--- config.mk ---
export PLATFORM = sky130hd
export DESIGN_NAME = key_schedule_ctrl
export DESIGN_NICKNAME = d
export VERILOG_FILES = /design/src/rtl/key_schedule_ctrl.sv
export SDC_FILE = /design/constraint.sdc
export NUM_CORES = 2
export LEC_CHECK = 0
export BUFFER_PORTS_ARGS = -buffer_cell sky130_fd_sc_hd__buf_2
export CAP_MARGIN = 25
export CORE_UTILIZATION = 50
export CTS_BUF_LIST = sky130_fd_sc_hd__clkbuf_8
export CTS_CLUSTER_DIAMETER = 60
export CTS_CLUSTER_SIZE = 12
export DETAILED_ROUTE_END_ITERATION = 7
export HOLD_SLACK_MARGIN = 0.02
export MAX_ROUTING_LAYER = met4
export PLACE_DENSITY = 0.66
export SLEW_MARGIN = 20
export SYNTH_ARGS = -nofsm -noshare
export SYNTH_HDL_FRONTEND = slang
export SYNTH_SLANG_ARGS = --single-unit
--- constraint.sdc ---
create_clock -name clk -period 18.3 [get_ports clk]
set_input_delay 1.83 -clock clk [delete_from_list [all_inputs] [get_ports clk]]
set_output_delay 1.83 -clock clk [all_outputs]
set_load 0.01 [all_outputs]
--- src/rtl/key_schedule_ctrl.sv ---
// AES-128 key-schedule sequencer: expands a cipher key into 11 round keys
// through one two-cycle GENERATE_KEY instance and serves them on a registered read port.
module key_schedule_ctrl #(
  parameter int NUM_ROUNDS = 10
) (
  input  logic         clk,
  input  logic         rst_n,
  input  logic         start,
  input  logic [127:0] key_in,
  output logic         busy,
  output logic         done,
  output logic         keys_valid,
  input  logic [3:0]   rk_addr,
  output logic [127:0] rk_out
);

  localparam logic [3:0] LAST_ROUND = 4'(NUM_ROUNDS - 1);
  localparam logic [3:0] LAST_IDX   = 4'(NUM_ROUNDS);

  typedef enum logic [1:0] {
    IDLE  = 2'd0,
    GEN_A = 2'd1,
    GEN_B = 2'd2,
    DONE  = 2'd3
  } state_t;

  state_t         state;
  logic [3:0]     round;
  logic [127:0]   work_key;
  logic [127:0]   out_key;
  logic [127:0]   rk [0:NUM_ROUNDS];

  GENERATE_KEY u_gen (
    .clk       (clk),
    .IN_KEY    (work_key),
    .ROUND_KEY (round),
    .OUT_KEY   (out_key)
  );

  // start is a level request honoured only in IDLE; while busy it is dropped, not queued.
  // busy/done are registered copies of (state != IDLE) and (state == DONE).
  always_ff @(posedge clk) begin
    if (!rst_n) begin
      state      <= IDLE;
      round      <= 4'd0;
      busy       <= 1'b0;
      done       <= 1'b0;
      keys_valid <= 1'b0;
    end else begin
      case (state)
        IDLE: begin
          if (start) begin
            work_key   <= key_in;
            rk[0]      <= key_in;
            round      <= 4'd0;
            keys_valid <= 1'b0;
            busy       <= 1'b1;
            state      <= GEN_A;
          end
        end
        GEN_A: begin
          state <= GEN_B;
        end
        GEN_B: begin
          rk[round + 4'd1] <= out_key;
          work_key         <= out_key;
          if (round == LAST_ROUND) begin
            done  <= 1'b1;
            state <= DONE;
          end else begin
            round <= round + 4'd1;
            state <= GEN_A;
          end
        end
        DONE: begin
          done       <= 1'b0;
          busy       <= 1'b0;
          keys_valid <= 1'b1;
          state      <= IDLE;
        end
        default: begin
          busy  <= 1'b0;
          done  <= 1'b0;
          state <= IDLE;
        end
      endcase
    end
  end

  // Non-blocking read against the same clock gives read-before-write on a shared entry.
  always_ff @(posedge clk) begin
    if (!rst_n) begin
      rk_out <= 128'd0;
    end else if (rk_addr <= LAST_IDX) begin
      rk_out <= rk[rk_addr];
    end else begin
      rk_out <= 128'd0;
    end
  end

endmodule

// AES-128 round-key function with one register stage after the S-box:
// IN_KEY/ROUND_KEY are captured at an edge and OUT_KEY is valid during the following cycle.
module GENERATE_KEY (
  input  logic         clk,
  input  logic [127:0] IN_KEY,
  input  logic [3:0]   ROUND_KEY,
  output logic [127:0] OUT_KEY
);

  function automatic logic [7:0] gf_mul(input logic [7:0] a, input logic [7:0] b);
    logic [7:0] p;
    logic [7:0] aa;
    p  = 8'h00;
    aa = a;
    for (int i = 0; i < 8; i++) begin
      if (b[i]) p = p ^ aa;
      aa = {aa[6:0], 1'b0} ^ (aa[7] ? 8'h1b : 8'h00);
    end
    return p;
  endfunction

  // Multiplicative inverse as x^254 followed by the AES affine transform.
  function automatic logic [7:0] sbox(input logic [7:0] x);
    logic [7:0] p;
    logic [7:0] inv;
    p   = x;
    inv = 8'h01;
    for (int i = 1; i < 8; i++) begin
      p   = gf_mul(p, p);
      inv = gf_mul(inv, p);
    end
    return inv ^ {inv[6:0], inv[7]} ^ {inv[5:0], inv[7:6]} ^
           {inv[4:0], inv[7:5]} ^ {inv[3:0], inv[7:4]} ^ 8'h63;
  endfunction

  function automatic logic [7:0] rcon(input logic [3:0] r);
    logic [7:0] v;
    case (r)
      4'd0:    v = 8'h01;
      4'd1:    v = 8'h02;
      4'd2:    v = 8'h04;
      4'd3:    v = 8'h08;
      4'd4:    v = 8'h10;
      4'd5:    v = 8'h20;
      4'd6:    v = 8'h40;
      4'd7:    v = 8'h80;
      4'd8:    v = 8'h1b;
      4'd9:    v = 8'h36;
      default: v = 8'h00;
    endcase
    return v;
  endfunction

  logic [31:0]  sub_q;
  logic [127:0] key_q;
  logic [7:0]   rcon_q;
  logic [31:0]  w0, w1, w2, w3;

  always_ff @(posedge clk) begin
    key_q  <= IN_KEY;
    rcon_q <= rcon(ROUND_KEY);
    sub_q  <= {sbox(IN_KEY[23:16]), sbox(IN_KEY[15:8]),
               sbox(IN_KEY[7:0]),   sbox(IN_KEY[31:24])};
  end

  assign w0 = key_q[127:96] ^ sub_q ^ {rcon_q, 24'h000000};
  assign w1 = key_q[95:64] ^ w0;
  assign w2 = key_q[63:32] ^ w1;
  assign w3 = key_q[31:0]  ^ w2;
  assign OUT_KEY = {w0, w1, w2, w3};

endmodule

==> flow_summary_export.csv <==
group,metric,value,unit
run_status,status,"completed",
timing,period_needed,17.24,ns
detailed_routing,wire_per_inst,23.8,µm
floorplan,die_y,506,µm
finish,final_cell_area,0.137,mm²
critical_path,cp.arrival,18.10,ns
timing,setup_viol,0,
global_route,grt_pass1_vias,90500,
timing,hold_ws,0.274,ns
detailed_routing,viasPerCell,6.08,
critical_path,max_stage_delay,0.95,ns
placed_design,dp_hpwl,243,mm
clock_tree,ctsHoldBuffers,0,
timing,hold_viol,0,
global_route,grt_max_degree,151,
finish,drive_gt1_frac,0.130,
critical_path,end_kind,"flop",
clock_tree,cts_htree_levels,4,
critical_path,crit_required,19.15,ns
finish,nets,12100,
critical_path,path_buf_inv,2,
logic_synthesis,ys_warn_count,0,
logic_synthesis,synth_edf_count,1536,
clock_tree,path_clk_slew,0.08,ns
hold_path,worstHoldPathType,"reg -> reg",
critical_path,crit_family,"XOR/XNOR gates",
timing,finalSetupTns,0,ns
detailed_routing,num_vias,94200,
detailed_routing,wl,369,mm
finish,final_common_cell,"edfxtp_1",
logic_synthesis,synth_seq_cells,1841,
global_route,overflow,0,
finish,fill_cells,21500,
logic_synthesis,async_flop_share,0,
placed_design,placed_cell_area,0.133,mm²
floorplan,start_util,0.504,
critical_path,path_common_cell,"xnor2_1",
timing,worst_slew_pin_slew,1.18,ns
placed_design,gp_congestion,0.928,
floorplan,io_pins,266,
clock_tree,clk_path_buf_depth,3,
floorplan,num_rows,184,
finish,finish.utilization,0.543,
timing,fmax,0.0580,GHz
timing,worst_clock_skew,0.0998,ns
timing,slew_violations,0,
job,drv_cap,0,
logic_synthesis,ys_seq_area_frac,0.411,
floorplan,core_area,0.252,mm²
critical_path,crit_type,"reg -> reg",
detailed_routing,drt_iter0_drc,9651,
global_route,grt_antenna_before_repair,36,
logic_synthesis,synth_fp_nets,12000,
detailed_routing,ant_nets,0,
logic_synthesis,ys_types,122,
logic_synthesis,syn_avg_cell_area,10.7,µm²
placed_design,io_buffers,265,
floorplan,dieArea,0.256,mm²
critical_path,critical_path.slowest_cell,"xnor3_1",
timing,relSlewSlack,0.213,
critical_path,start_kind,"flop",
clock_tree,cts_tree,"yes",
clock_tree,ctsRootBufferMaster,"clkbuf_8",
global_route,grtUsageTotal,0.289,
finish,area_growth,7.71,%
logic_synthesis,syn_inst,11900,
clock_tree,insertion_delay,1.02,ns
logic_synthesis,synth_flop_cell,"edfxtp_1",
logic_synthesis,syn-cell-area,0.127,mm²
global_route,grt_pass1_wl,559,mm
finish,final_cell_mix,"edfxtp_1, xnor2_1, nor2_1",
timing,rsz0062_at_grt,"false",
clock_tree,numCtsBuffers,178,
detailed_routing,dr.pass1.iters,8,
timing,fin_crit_sh,0.942,
floorplan,die_x,506,µm
critical_path,crit_fanout,22,
clock_tree,cts.sinks,1841,
detailed_routing,route.detailed.drc,0,
## what timing repair did
action | CTS | global route
setup endpoints to repair | 0 | 22
gates resized for setup | 0 | 15
buffers inserted | 0 | 3
## cell usage after synthesis, types with 98 or more instances
cell type	n	area [µm²]
xnor2_1	1562	13700
edfxtp_1	1536	46100
nor2_1	1245	4670
nand2_1	1118	4200
o21ai_0	575	2880
xor2_1	555	4860
clkbuf_1	554	2080
a21oi_1	548	2740
mux2i_1	357	3570
xnor3_1	345	7770
a211oi_1	334	2510
dfxtp_1	305	6110
mux4_2	258	5810
nor3_1	235	1180
nor2b_1	201	1260
nand3_1	196	981
o22ai_1	141	882
buf_2	116	581
inv_1	102	383
buf_1	98	368
## cell type report
cell class / count / area, µm² / share of cell area
diodes: 39 / 97.6 / 0.000713
repair buffers: 703 / 4670 / 0.0341
clock buffers: 180 / 2480 / 0.0181
multi-input cells: 9123 / 71900 / 0.525
well taps: 3348 / 4190 / 0.0306
inverters: 118 / 443 / 0.00324
clock inverters: 152 / 902 / 0.00659
flip-flops and latches: 1841 / 52200 / 0.381
## cells by family (layout without fill, tap and decap cells)
kind of cell	after synthesis	count (layout)	share of synthesized area
multiplexers	681	681	0.0797
buffers and inverters	906	1153	0.0286
flip-flops	1841	1841	0.411
AO/OA/AOI/OAI	2339	2339	0.119
other	0	39	0
XOR/XNOR	2678	2678	0.241
AND/OR/NAND/NOR	3384	3384	0.117
adder cells (fa/ha/maj)	41	41	0.00388
## metrics by stage
stage                     setup WS [ns]  instances
after floorplan                    3.07      11900
after global placement             1.13      15100
after detailed placement          0.673      15100
after CTS                         0.557      15400
after global routing            0.00534      15500
final                              1.06      15500
## per-layer routing
layer | routed length (µm) | vias up | GRT usage
li1 | - | 43100 | -
met1 | 156000 | 46900 | 0.385
met2 | 177000 | 3783 | 0.466
met3 | 25800 | 517 | 0.0314
met4 | 10300 | 0 | 0.0830
met5 | 0 | - | -
## path summary, 6_finish.rpt
check / slack (ns) / cells past startpoint / end / start
worst max-delay path: 1.06 / 47 / u_gen.sub_q[5] / work_key[31]
worst min register to register: 0.27 / 0 / u_gen.key_q[76] / work_key[76]
worst max register to register: 1.06 / 47 / u_gen.sub_q[5] / work_key[31]
worst min-delay path: 0.27 / 0 / u_gen.key_q[76] / work_key[76]
## sequential cells by signal, indices dropped and copies added, names as in the netlist
| signal | count |
|---|---|
| keys_valid | 1 |
| u_gen.sub_q | 32 |
| u_gen.key_q | 128 |
| rk | 1408 |
| rk_out | 128 |
| busy | 1 |
| round | 4 |
| work_key | 128 |
| state | 2 |
| u_gen.rcon_q | 8 |
| done | 1 |
Power is left out: the tool's default activity adds up to more than one toggle a clock period on the data nets, which glitch-free logic cannot reach.
